### config.mk
export PLATFORM = sky130hd
export DESIGN_NAME = scanchain_wb_bridge
export DESIGN_NICKNAME = d
export VERILOG_FILES = /design/src/rtl/scanchain_wb_bridge.sv
export SDC_FILE = /design/constraint.sdc
export NUM_CORES = 1
export LEC_CHECK = 0
export CELL_PAD_IN_SITES_DETAIL_PLACEMENT = 0
export CELL_PAD_IN_SITES_GLOBAL_PLACEMENT = 1
export CORE_MARGIN = 4
export CORE_UTILIZATION = 42
export DETAILED_ROUTE_END_ITERATION = 8
export HOLD_SLACK_MARGIN = 0.03
export PLACE_DENSITY_LB_ADDON = 0.1
export SETUP_SLACK_MARGIN = 0.5
export SLEW_MARGIN = 20
export SYNTH_ARGS = -nofsm -noshare
export SYNTH_HDL_FRONTEND = slang
export SYNTH_SLANG_ARGS = --single-unit
### constraint.sdc
create_clock -name clk -period 2.4 [get_ports clk]
set_input_delay 0.24 -clock clk [delete_from_list [all_inputs] [get_ports clk]]
set_output_delay 0.24 -clock clk [all_outputs]
set_load 0.05 [all_outputs]
### src/rtl/scanchain_wb_bridge.sv
// Wishbone-to-scan-chain bridge: latches one bus request, serialises it as a tagged frame
// for the scan host, and acknowledges only on a tag-matching response or a timeout.
module scanchain_wb_bridge #(
  parameter int ADR_WIDTH = 32,
  parameter int DAT_WIDTH = 32,
  parameter int SEL_WIDTH = DAT_WIDTH / 8,
  parameter int TIMEOUT   = 4096
) (
  input  logic                 clk,
  input  logic                 reset,
  input  logic [ADR_WIDTH-1:0] i_wb_adr,
  input  logic [DAT_WIDTH-1:0] i_wb_dat,
  input  logic [SEL_WIDTH-1:0] i_wb_sel,
  input  logic                 i_wb_we,
  input  logic                 i_wb_cyc,
  output logic [DAT_WIDTH-1:0] o_wb_rdt,
  output logic                 o_wb_ack,
  output logic                 o_wb_err,
  input  logic                 i_scan_shift,
  input  logic                 i_scan_capture,
  input  logic                 i_scan_update,
  input  logic                 i_scan_data,
  output logic                 o_scan_data,
  output logic                 o_timer_irq,
  output logic                 o_busy
);

  localparam int OUT_LEN  = ADR_WIDTH + DAT_WIDTH + SEL_WIDTH + 3;
  localparam int IN_LEN   = DAT_WIDTH + 3;
  localparam int SCAN_LEN = (OUT_LEN > IN_LEN) ? OUT_LEN : IN_LEN;
  localparam int CNT_W    = (TIMEOUT > 0) ? $clog2(TIMEOUT + 1) : 1;
  localparam logic [CNT_W-1:0] CNT_LAST = (TIMEOUT > 0) ? CNT_W'(TIMEOUT - 1) : '0;

  typedef enum logic [1:0] {
    IDLE,
    LATCHED,
    WAIT_RESP,
    ACK
  } state_t;

  state_t               state;
  logic [ADR_WIDTH-1:0] req_adr;
  logic [DAT_WIDTH-1:0] req_dat;
  logic [SEL_WIDTH-1:0] req_sel;
  logic                 req_we;
  logic                 tag;
  logic [CNT_W-1:0]     cnt;
  logic [SCAN_LEN-1:0]  out_sr;
  logic [SCAN_LEN-1:0]  in_sr;

  logic [SCAN_LEN-1:0]  cap_frame;
  logic                 pending;
  logic                 in_irq;
  logic                 in_tag;
  logic                 in_ack;
  logic [DAT_WIDTH-1:0] in_data;
  logic                 resp_valid;
  logic                 timeout_hit;

  // Outside an active request the host only learns the current tag, so it can resync.
  always_comb begin
    pending   = (state == LATCHED) || (state == WAIT_RESP);
    cap_frame = '0;
    cap_frame[1] = tag;
    if (pending) begin
      cap_frame[OUT_LEN-1:0] = {req_adr, req_dat, req_sel, req_we, tag, 1'b1};
    end
  end

  assign in_irq      = in_sr[0];
  assign in_tag      = in_sr[1];
  assign in_ack      = in_sr[2];
  assign in_data     = in_sr[IN_LEN-1:3];
  assign resp_valid  = (state == WAIT_RESP) && i_scan_update && in_ack && (in_tag == tag);
  assign timeout_hit = (TIMEOUT != 0) && pending && (cnt == CNT_LAST);
  assign o_scan_data = out_sr[0];

  // Capture takes priority over shift on both chains; update always sees the pre-shift frame.
  always_ff @(posedge clk) begin
    if (reset) begin
      out_sr      <= '0;
      in_sr       <= '0;
      o_timer_irq <= 1'b0;
    end else begin
      if (i_scan_capture) begin
        out_sr <= cap_frame;
      end else if (i_scan_shift) begin
        out_sr <= {1'b0, out_sr[SCAN_LEN-1:1]};
      end
      if (i_scan_shift && !i_scan_capture) begin
        in_sr <= {i_scan_data, in_sr[SCAN_LEN-1:1]};
      end
      if (i_scan_update) begin
        o_timer_irq <= in_irq;
      end
    end
  end

  always_ff @(posedge clk) begin
    if (reset) begin
      state    <= IDLE;
      req_adr  <= '0;
      req_dat  <= '0;
      req_sel  <= '0;
      req_we   <= 1'b0;
      tag      <= 1'b0;
      cnt      <= '0;
      o_wb_rdt <= '0;
      o_wb_ack <= 1'b0;
      o_wb_err <= 1'b0;
      o_busy   <= 1'b0;
    end else begin
      o_wb_ack <= 1'b0;
      o_wb_err <= 1'b0;
      case (state)
        IDLE: begin
          if (i_wb_cyc) begin
            req_adr <= i_wb_adr;
            req_dat <= i_wb_dat;
            req_sel <= i_wb_sel;
            req_we  <= i_wb_we;
            cnt     <= '0;
            o_busy  <= 1'b1;
            state   <= LATCHED;
          end
        end
        LATCHED, WAIT_RESP: begin
          // A genuine response beats a timeout landing on the same edge.
          if (resp_valid) begin
            o_wb_rdt <= in_data;
            o_wb_ack <= 1'b1;
            tag      <= ~tag;
            state    <= ACK;
          end else if (timeout_hit) begin
            o_wb_rdt <= '0;
            o_wb_ack <= 1'b1;
            o_wb_err <= 1'b1;
            tag      <= ~tag;
            state    <= ACK;
          end else begin
            if ((state == LATCHED) && i_scan_capture) begin
              state <= WAIT_RESP;
            end
            if (cnt != CNT_LAST) begin
              cnt <= cnt + CNT_W'(1);
            end
          end
        end
        ACK: begin
          o_busy <= 1'b0;
          state  <= IDLE;
        end
        default: begin
          o_busy <= 1'b0;
          state  <= IDLE;
        end
      endcase
    end
  end

endmodule

==> impl_metrics.yaml, run 1 <==
critical_path:
  end_kind: "register"
  cp-startpoint: "cnt[1]"
  worstReg2RegStart: "cnt[1]"
  critPathRequiredTime_ns: 2.88
  path_buf_inv: 1
  max_stage_delay_ns: 0.67
  critical_path.slowest_cell: "or4_4"
  crit_family: "simple AND/OR/NAND/NOR gates"
  cp_cell_sequence: "ha_4, nand3_4, or4_4, buf_12, a31oi_1, mux2_4"
  crit_type: "reg -> reg"
  cp_max_fo: 6
  worstPathArrival_ns: 2.38
  worstSetupStartpointType: "register"
global_route:
  grt_overflow_total: 0
  grt_max_degree: 93
  grt_pass1_wl_mm: 40.40
  grt_pass1_vias: 8200
  antenna_found_initial: 0
  track_usage_pct: 17.50
run_status:
  status: "completed"
detailed_routing:
  wl_per_cell_um: 14.34
  drc_errors: 0
  drtAntennaViolNets: 0
  vias: 8781
  vias_per_cell: 5.117
  drt-total-wl_mm: 24.61
  first_pass_iters: 7
  drtIter0Drc: 532
layout:
  drive_above_1_share_pct: 9.052
  fin_nets: 1452
  mostFrequentLayoutCell: "nand2_1"
  antenna_cells: 0
  synthToLayoutAreaGrowth_pct: 25.59
  layout_common_cells: "nand2_1, dfxtp_1, a21oi_1"
  multi_input_area_um2: 4740
  fin_cells: 1716
  final-seq-area_um2: 5281
  fillers: 2321
clocking:
  cts_tree: "yes"
  htreeDepth: 1
  cts.sinks: 263
  cts.path.max_buffers: 3
  cts_buffers: 28
  clock-root-buffer: "clkbuf_16"
  ctsHoldBuffers: 0
  clock_latency_ns: 0.53
  clk_pin_slew_ns: 0.06
logic_synthesis:
  avgSynthCellArea_um2: 8.029
  netlist_instances: 1293
  netlist_area_um2: 10380
  synthArstFlopShare_pct: 0
  yosys_warnings: 0
  yosysUniqueCellTypes: 44
  synth_edf_count: 0
  syn_nets: 1374
  yosysSeqAreaShare_pct: 50.72
  synth_flop_cell: "dfxtp_1"
  ys_seq_elements: 263
power_and_ir_drop:
  irDropWorstVdd_v: 0.0005787
  power.total_mw: 11.78
  leakagePower_nw: 4.918
  powerDensity_nw_per_um2: 903.5
timing:
  setup_violations: 0
  worstMarginPinSlew_ns: 0.6601
  setup_tns_ns: 0
  slew_headroom_pct: 55.99
  fin_crit_sh_pct: 79.26
  drv_slew: 0
  hold_viol_final: 0
  fin_skew_ns: 0.01352
  rsz0062_at_grt: "true"
  fin_crit_ns: 1.902
  fmax_mhz: 525.7
placement:
  portBuffers: 112
  dp_hpwl_mm: 14.19
  dp.cells: 1645
  gp_congestion: 0.7709
flow_run:
  cap_violations: 0
hold_path:
  hp-class: "in -> reg"
  min_from: "i_scan_capture"
die:
  die_w_um: 165.2
  die_h_um: 165.2
  fp-row-count: 57
  core_region_area_um2: 24320
  fp.dieArea_um2: 27300
  floorplan.initialDensity_pct: 42.69
  io_pins: 113
==> routing by layer <==
layer / track usage (%) / share of wire, % / up-vias
met5: 0 / 0 / -
met4: 4.386 / 2.2 / 0
met3: 2.681 / 4.1 / 34
met2: 28.95 / 45 / 125
met1: 24.05 / 48 / 4106
li1: - / - / 4516
==> final cells by class <==
cell class / instances / area share (%)
Sequential cell: 263 / 40.51
Multi-Input combinational cell: 917 / 36.35
Timing Repair Buffer: 155 / 12.29
Clock buffer: 39 / 6.468
Tap cell: 324 / 3.109
Clock inverter: 12 / 1.094
Inverter: 6 / 0.1727
==> through the flow <==
step / util (%) / hold WS (ns) / setup slack (ns) / instance area [µm²]
floorplan: - / 0.3760 / 0.5408 / 10380
global placement: 48.47 / 0.4377 / 0.4386 / 11790
detailed placement: 48.47 / 0.4414 / 0.3466 / 11790
CTS: 53.10 / 0.1178 / 0.4636 / 12910
global route: 53.61 / 0.1517 / 0.4336 / 13040
finish: 53.61 / 0.1406 / 0.4978 / 13040
==> path summary, 6_finish.rpt <==
check                           slack, ns        end  depth (start not counted)
worst max-delay path                 0.50   state[0]                          6
worst min-delay path                 0.14  out_sr[1]                          3
worst max register to register       0.50   state[0]                          6
worst min register to register       0.45  in_sr[47]                          2
==> sequential cells by signal, summed over array words and instances, names as in the netlist <==
signal       flops
tag              1
req_we           1
req_dat         32
state            2
o_wb_rdt        32
o_wb_err         1
o_busy           1
o_wb_ack         1
o_timer_irq      1
req_sel          4
out_sr          71
req_adr         32
in_sr           71
cnt             13
==> cell usage after synthesis, drive strengths merged (2+ instances only) <==
library cell  count  area (µm²)
nand2           320        1201
dfxtp           263        5265
a21oi           180       900.9
nor2            148       555.5
clkbuf           85       319.1
a31oi            77       481.7
mux2i            73       730.7
nand3            47       245.2
buf              22       126.4
o21ai            11       55.05
nand2b            7       43.79
inv               6       22.52
nand4             6       37.54
ha                5       62.56
nor3              4       20.02
nor3b             4       30.03
or4               4       30.03
nor4b             3       26.28
or3               3       18.77
a21boi            2       18.77
and2              2       12.51
mux2              2       22.52
nor2b             2       12.51
nor4              2       18.77
or2               2       12.51
==> report_power, final <==
group / internal (mW) / switching (mW) / leakage, nW
clock network: 2.76 / 1.71 / 0.484
registers: 4.68 / 0.175 / 2.13
logic: 0.959 / 1.49 / 2.30
==> cell families (layout without fill, tap and decap cells) <==
logic type / after synthesis / in the layout / share of synthesized area [%]
compound gates: 277 / 277 / 14.60
buf+inv: 113 / 212 / 4.508
mux: 75 / 75 / 7.256
flops: 263 / 263 / 50.72
xor+xnor: 2 / 2 / 0.1688
simple gates: 558 / 558 / 22.15
fa+ha+maj: 5 / 5 / 0.6026
==> what timing repair did <==
| item | CTS | global route |
|---|---|---|
| gates cloned | 2 | 0 |
| buffers inserted | 10 | 8 |
| endpoints found under the hold margin | 0 | 0 |
| setup endpoints to repair | 83 | 91 |
| resized for setup | 54 | 19 |
| pin swaps | 3 | 7 |
==> worst reg2reg max path: stages, from the launching register on <==
cell and delay (ns):
dfxtp_4 0.37, ha_4 0.16, nand3_4 0.12, or4_4 0.67
buf_12 0.19, a31oi_1 0.17, mux2_4 0.17
(Power assumes the default switching activity.)
==> inputs of run 2 (changes only) <==
--- a/config.mk
+++ b/config.mk
@@ -8,7 +8,7 @@
 export CELL_PAD_IN_SITES_DETAIL_PLACEMENT = 0
 export CELL_PAD_IN_SITES_GLOBAL_PLACEMENT = 1
 export CORE_MARGIN = 4
-export CORE_UTILIZATION = 42
+export CORE_UTILIZATION = 38
 export DETAILED_ROUTE_END_ITERATION = 8
 export HOLD_SLACK_MARGIN = 0.03
 export PLACE_DENSITY_LB_ADDON = 0.1
==> constraint.sdc (replaced) <==
create_clock -name clk -period 1.6 [get_ports clk]
set_input_delay 0.16 -clock clk [delete_from_list [all_inputs] [get_ports clk]]
set_output_delay 0.16 -clock clk [all_outputs]
set_load 0.05 [all_outputs]
==> run 2 against run 1 <==
Total power is 91% higher. The run now ends with negative hold slack, negative setup slack left. Count of clock-buffer cells in the layout is 10 higher. Register-to-register slack worse by 0.68 ns. Critical path depth is 1 higher. Largest power group is now combinational logic. Sequential share of layout area is 7.3 points lower. Final cell count is 6.0% higher. Clock skew is 0.0027 ns higher.
==> impl_metrics.yaml, run 2 (same netlist as run 1, synthesis figures left out) <==
timing:
  fin_crit_ns: 1.785
  setup_violations: 48
  hold_viol_final: 7
  setup_ws_ns: -0.1847
  fin_skew_ns: 0.01623
  fin_crit_sh_pct: 111.5
  drv_slew: 0
  fmax_mhz: 560.3
  hold-worst-slack_ns: -0.03821
  worstMarginPinSlew_ns: 0.7618
  slew_headroom_pct: 49.21
  rsz0062_at_grt: "true"
critical_path:
  cp-startpoint: "state[0]"
  reg2reg_depth: 7
  worstPathArrival_ns: 2.27
  worstReg2RegStart: "state[0]"
  critPathRequiredTime_ns: 2.09
  r2r_end: "state[0]"
  worstSetupStartpointType: "register"
  ff2ff_setup_slack_ns: -0.18
  cp_max_fo: 5
  crit_type: "reg -> reg"
  crit_end: "state[0]"
  end_kind: "register"
layout:
  fin_nets: 1536
  antenna_cells: 0
  drive_above_1_share_pct: 32.14
  mostFrequentLayoutCell: "dfxtp_1"
  synthToLayoutAreaGrowth_pct: 53.74
  layout_common_cells: "dfxtp_1, nand2_1, nor2_1"
  fillers: 2356
  post-route-util_pct: 59.22
  largest_registers: "in_sr: 71 flops, out_sr: 71 flops"
  fin_cells: 1819
global_route:
  busiest_layer: "met2"
  grt_pass1_wl_mm: 46.23
  met1_usage_pct: 26.20
  grt_pass1_vias: 8820
  grt_max_degree: 143
  grt_overflow_total: 0
  antenna_found_initial: 0
  track_usage_pct: 17.95
  grtUsageMet2_pct: 28.62
  grt_use_met3_pct: 2.639
detailed_routing:
  drc_errors: 0
  wl_per_cell_um: 15.98
  vias: 9408
  drtAntennaViolNets: 0
  drt-total-wl_mm: 29.07
  vias_per_cell: 5.172
  drtIter0Drc: 612
  first_pass_iters: 5
die:
  fp-row-count: 60
  io_pins: 113
  core_region_area_um2: 26950
  floorplan.initialDensity_pct: 38.52
  die_w_um: 173.3
  fp.dieArea_um2: 30030
  die_h_um: 173.3
hold_path:
  hp-class: "in -> reg"
flow_run:
  cap_violations: 0
clocking:
  cts_buffers: 30
  htreeDepth: 1
  cts.path.max_buffers: 3
  clock-root-buffer: "clkbuf_16"
  cts.sinks: 263
  cts_tree: "yes"
  clk_pin_slew_ns: 0.06
  clock_latency_ns: 0.54
run_status:
  status: "finished, violations left"
  violations: "negative hold slack, negative setup slack"
placement:
  dp_hpwl_mm: 14.81
  gp_congestion: 0.7701
  portBuffers: 112
  dp.cells: 1703
power_and_ir_drop:
  leakagePower_nw: 6.063
  irDropWorstVdd_v: 0.0009416
  powerDensity_nw_per_um2: 1408
  power.total_mw: 22.48
==> run 2: cell count changes in the layout (fill, tap and decap cells not counted), moves of 16 or more <==
cell / delta
buf_16: +18
dfxtp_1: -19
a31oi_1: -29
a21oi_1: -74
a31oi_4: +24
nand2_1: -96
buf_8: +25
dlygate4sd2_1: -37
a21oi_2: +74
nand2_4: +81
dfxtp_2: +18
buf_4: +34
buf_12: +16
buf_6: +22
==> run 2: worst min-delay path by stage <==
| stage | startpoint | end | slack [ns] | depth (start not counted) |
|---|---|---|---|---|
| global placement | in_sr[44] | in_sr[43] | 0.44 | 2 |
| floorplan | i_scan_data | in_sr[70] | 0.30 | 2 |
| CTS | reset | cnt[1] | -0.06 | 2 |
| finish | reset | cnt[1] | -0.04 | 2 |
| global route | reset | cnt[0] | -0.03 | 2 |
| detailed placement | in_sr[67] | in_sr[66] | 0.44 | 2 |
==> run 2: critical path: stages, from the launching register on <==
cell      delay (ns)
dfxtp_2         0.33
inv_2           0.05
ha_4            0.31
nand2b_4        0.07
or4_4           0.48
buf_12          0.17
a31oi_4         0.15
mux2_4          0.16
==> run 2: final cells by class <==
cell class	count	area (µm²)	share of cell area [%]
multi-input combinational	917	6166	38.63
sequential	263	5308	33.25
timing repair buffer	237	3065	19.21
clock buffer	49	913.4	5.723
tap	341	426.7	2.673
clock inverter	6	58.81	0.3685
inverter	6	22.52	0.1411
==> run 2: through the flow <==
step,hold slack (ns),worst slack (ns),setup TNS [ns],instance area [µm²]
2_1_floorplan,0.2960,-0.08128,-3.068,10620
3_5_place_dp,0.4440,-0.2656,-15.54,12180
4_1_cts,-0.06143,-0.1721,-6.156,14550
6_report,-0.03821,-0.1847,-6.476,15960
3_3_place_gp,0.4379,-0.2490,-13.35,12180
5_1_grt,-0.03397,-0.2667,-11.42,15960
==> run 2: timing repair <==
action / CTS / global route
endpoints found under the hold margin: 9 / 8
pin swaps: 100 / 68
cloned: 18 / 5
setup endpoints to repair: 227 / 227
buffers inserted: 27 / 11
gates resized for setup: 186 / 263
==> run 2: layer usage <==
metal  part of all wire (%)  wire length (µm)  vias up
met4                    1.7               494        0
li1                       -                 -     4729
met5                      0                 0        -
met2                     47             13620      139
met3                    3.2               941       37
met1                     48             14020     4503
==> run 2: power by group <==
group / total (mW) / internal (mW) / switching, mW
registers: 7.49 / 7.03 / 0.468
clock network: 6.68 / 4.03 / 2.65
logic: 8.30 / 4.28 / 4.01
==> inputs of run 3 (changes only) <==
--- a/config.mk
+++ b/config.mk
@@ -8,7 +8,7 @@
 export CELL_PAD_IN_SITES_DETAIL_PLACEMENT = 0
 export CELL_PAD_IN_SITES_GLOBAL_PLACEMENT = 1
 export CORE_MARGIN = 4
-export CORE_UTILIZATION = 38
+export CORE_UTILIZATION = 43
 export DETAILED_ROUTE_END_ITERATION = 8
 export HOLD_SLACK_MARGIN = 0.03
 export PLACE_DENSITY_LB_ADDON = 0.1
==> constraint.sdc (replaced) <==
create_clock -name clk -period 2.1 [get_ports clk]
set_input_delay 0.21 -clock clk [delete_from_list [all_inputs] [get_ports clk]]
set_output_delay 0.21 -clock clk [all_outputs]
set_load 0.05 [all_outputs]
==> run 3 against run 2 <==
The run now ends clean. Core utilization down 3.0 points. Setup slack better by 0.42 ns. Worst hold slack improved by 0.11 ns. Maximum frequency is 4.4% lower. Sequential power fell by 26%. Clock power down 25%. Global-route usage shrank 0.43 points. Design area decreased by 17%. First-iteration DRC count down 21%. Total power down 39%. Critical endpoint unchanged.
==> impl_metrics.yaml, run 3 (same netlist as run 1, synthesis figures left out) <==
global_route:
  met1_usage_pct: 24.86
  track_usage_pct: 17.52
  grt_pass1_wl_mm: 40.41
  grt_overflow_total: 0
  busiest_layer: "met2"
  antenna_found_initial: 1
  grt_pass1_vias: 8335
  grt_max_degree: 93
  grt_use_met3_pct: 3.154
  grtUsageMet2_pct: 28.04
timing:
  rsz0062_at_grt: "true"
  setup_violations: 0
  fmax_mhz: 535.7
  worstMarginPinSlew_ns: 0.5841
  slew_headroom_pct: 61.06
  fin_crit_ns: 1.867
  setup_tns_ns: 0
  drv_slew: 0
  fin_skew_ns: 0.007364
  fin_crit_sh_pct: 88.89
  hold_viol_final: 0
  hold-worst-slack_ns: 0.07486
clocking:
  clock_latency_ns: 0.53
  cts_tree: "yes"
  clock-root-buffer: "clkbuf_16"
  cts.sinks: 263
  cts_buffers: 28
  clk_pin_slew_ns: 0.06
  htreeDepth: 1
  cts.path.max_buffers: 3
die:
  floorplan.initialDensity_pct: 43.96
  fp-row-count: 56
  io_pins: 113
  die_h_um: 163.4
  die_w_um: 163.4
  core_region_area_um2: 23610
  fp.dieArea_um2: 26690
critical_path:
  critical_path_depth: 7
  reg2reg_depth: 7
  worstSetupStartpointType: "register"
  crit_end: "state[0]"
  max_stage_delay_ns: 0.54
  critPathRequiredTime_ns: 2.57
  critical_path.slowest_cell: "or4_4"
  crit_type: "reg -> reg"
  worstPathArrival_ns: 2.34
  r2r_end: "state[0]"
  cp-startpoint: "state[0]"
  ff2ff_setup_slack_ns: 0.23
  worstReg2RegStart: "state[0]"
  end_kind: "register"
  cp_max_fo: 8
  cp_cell_sequence: "inv_4, ha_4, nand2b_4, or4_4, buf_6, a31oi_4, mux2_4"
  crit_family: "simple AND/OR/NAND/NOR gates"
  path_buf_inv: 2
power_and_ir_drop:
  irDropWorstVdd_v: 0.0005558
  leakagePower_nw: 4.837
  powerDensity_nw_per_um2: 1031
  power.total_mw: 13.67
detailed_routing:
  drtIter0Drc: 485
  vias_per_cell: 5.093
  wl_per_cell_um: 13.88
  drtAntennaViolNets: 0
  drt-total-wl_mm: 23.92
  vias: 8775
  drc_errors: 0
  first_pass_iters: 5
flow_run:
  cap_violations: 0
layout:
  fin_nets: 1462
  mostFrequentLayoutCell: "nand2_1"
  stdcell_area_um2: 13270
  largest_registers: "in_sr: 71 flops, out_sr: 71 flops"
  layout_common_cells: "nand2_1, dfxtp_1, a21oi_1"
  synthToLayoutAreaGrowth_pct: 27.82
  drive_above_1_share_pct: 14.26
hold_path:
  min_from: "i_scan_capture"
  hp-class: "in -> reg"
placement:
  dp_hpwl_mm: 13.83
  gp_congestion: 0.7911
  portBuffers: 112
  place_area_um2: 11940
run_status:
  status: "completed"
-- run 3: cell types whose count changed in the layout (fill, tap and decap cells not counted), moves of 17 or more --
cell	before	now
buf_16	19	2
buf_4	63	32
a31oi_1	48	76
nand2_1	222	318
buf_8	26	1
a21oi_2	74	9
clkdlybuf4s15_2	0	19
dfxtp_1	235	253
dfxtp_2	25	7
a31oi_4	24	1
buf_6	23	4
nand2_4	81	0
clkbuf_2	0	17
a21oi_1	106	171
-- run 3: stage by stage --
step,setup WS [ns],instances,utilization [%]
2_1_floorplan,0.4183,1293,-
3_3_place_gp,0.2180,1646,50.57
4_1_cts,0.2528,1711,55.57
3_5_place_dp,0.1726,1646,50.57
6_report,0.2333,1723,56.19
5_1_grt,0.1833,1723,56.19
-- run 3: layout make-up --
type	count	area (µm²)
fill	2267	10340
sequential	263	5285
clock buffer	36	792.0
multi-input combinational	917	4886
timing repair buffer	165	1724
tap	319	399.1
antenna	1	2.502
inverter	6	25.02
clock inverter	16	155.1
-- run 3: routing by layer --
metal	vias to the layer above	share of wire [%]
li1	4536	-
met1	4076	49
met2	136	45
met3	27	4.1
met4	0	1.5
met5	-	0
-- run 3: worst min path at each step --
| stage | cells after the start | end | slack (ns) |
|---|---|---|---|
| CTS | 3 | out_sr[1] | 0.05 |
| floorplan | 2 | in_sr[70] | 0.35 |
| finish | 3 | out_sr[1] | 0.07 |
| global route | 3 | out_sr[0] | 0.08 |
| global placement | 2 | in_sr[67] | 0.44 |
| detailed placement | 2 | in_sr[65] | 0.44 |
-- run 3: tightest hold or removal path, delay by kind of cell --
family	cells	cell delay (ns)
compound gates	1	0.09
buf+inv	1	0.19
simple gates	1	0.07
-- run 3: where the power goes --
part / total [mW] / internal, mW / switching [mW]
clock: 5.00 / 3.02 / 1.98
combinational: 3.13 / 1.36 / 1.77
sequential: 5.55 / 5.35 / 0.197
total: 13.7 / 9.73 / 3.95
-- run 3: repair_timing --
item / CTS / global route
cloned: 1 / 1
setup endpoints to repair: 86 / 68
gates resized for setup: 114 / 49
pin swaps: 20 / 15
hold buffers: 0 / 0
buffers inserted: 12 / 10
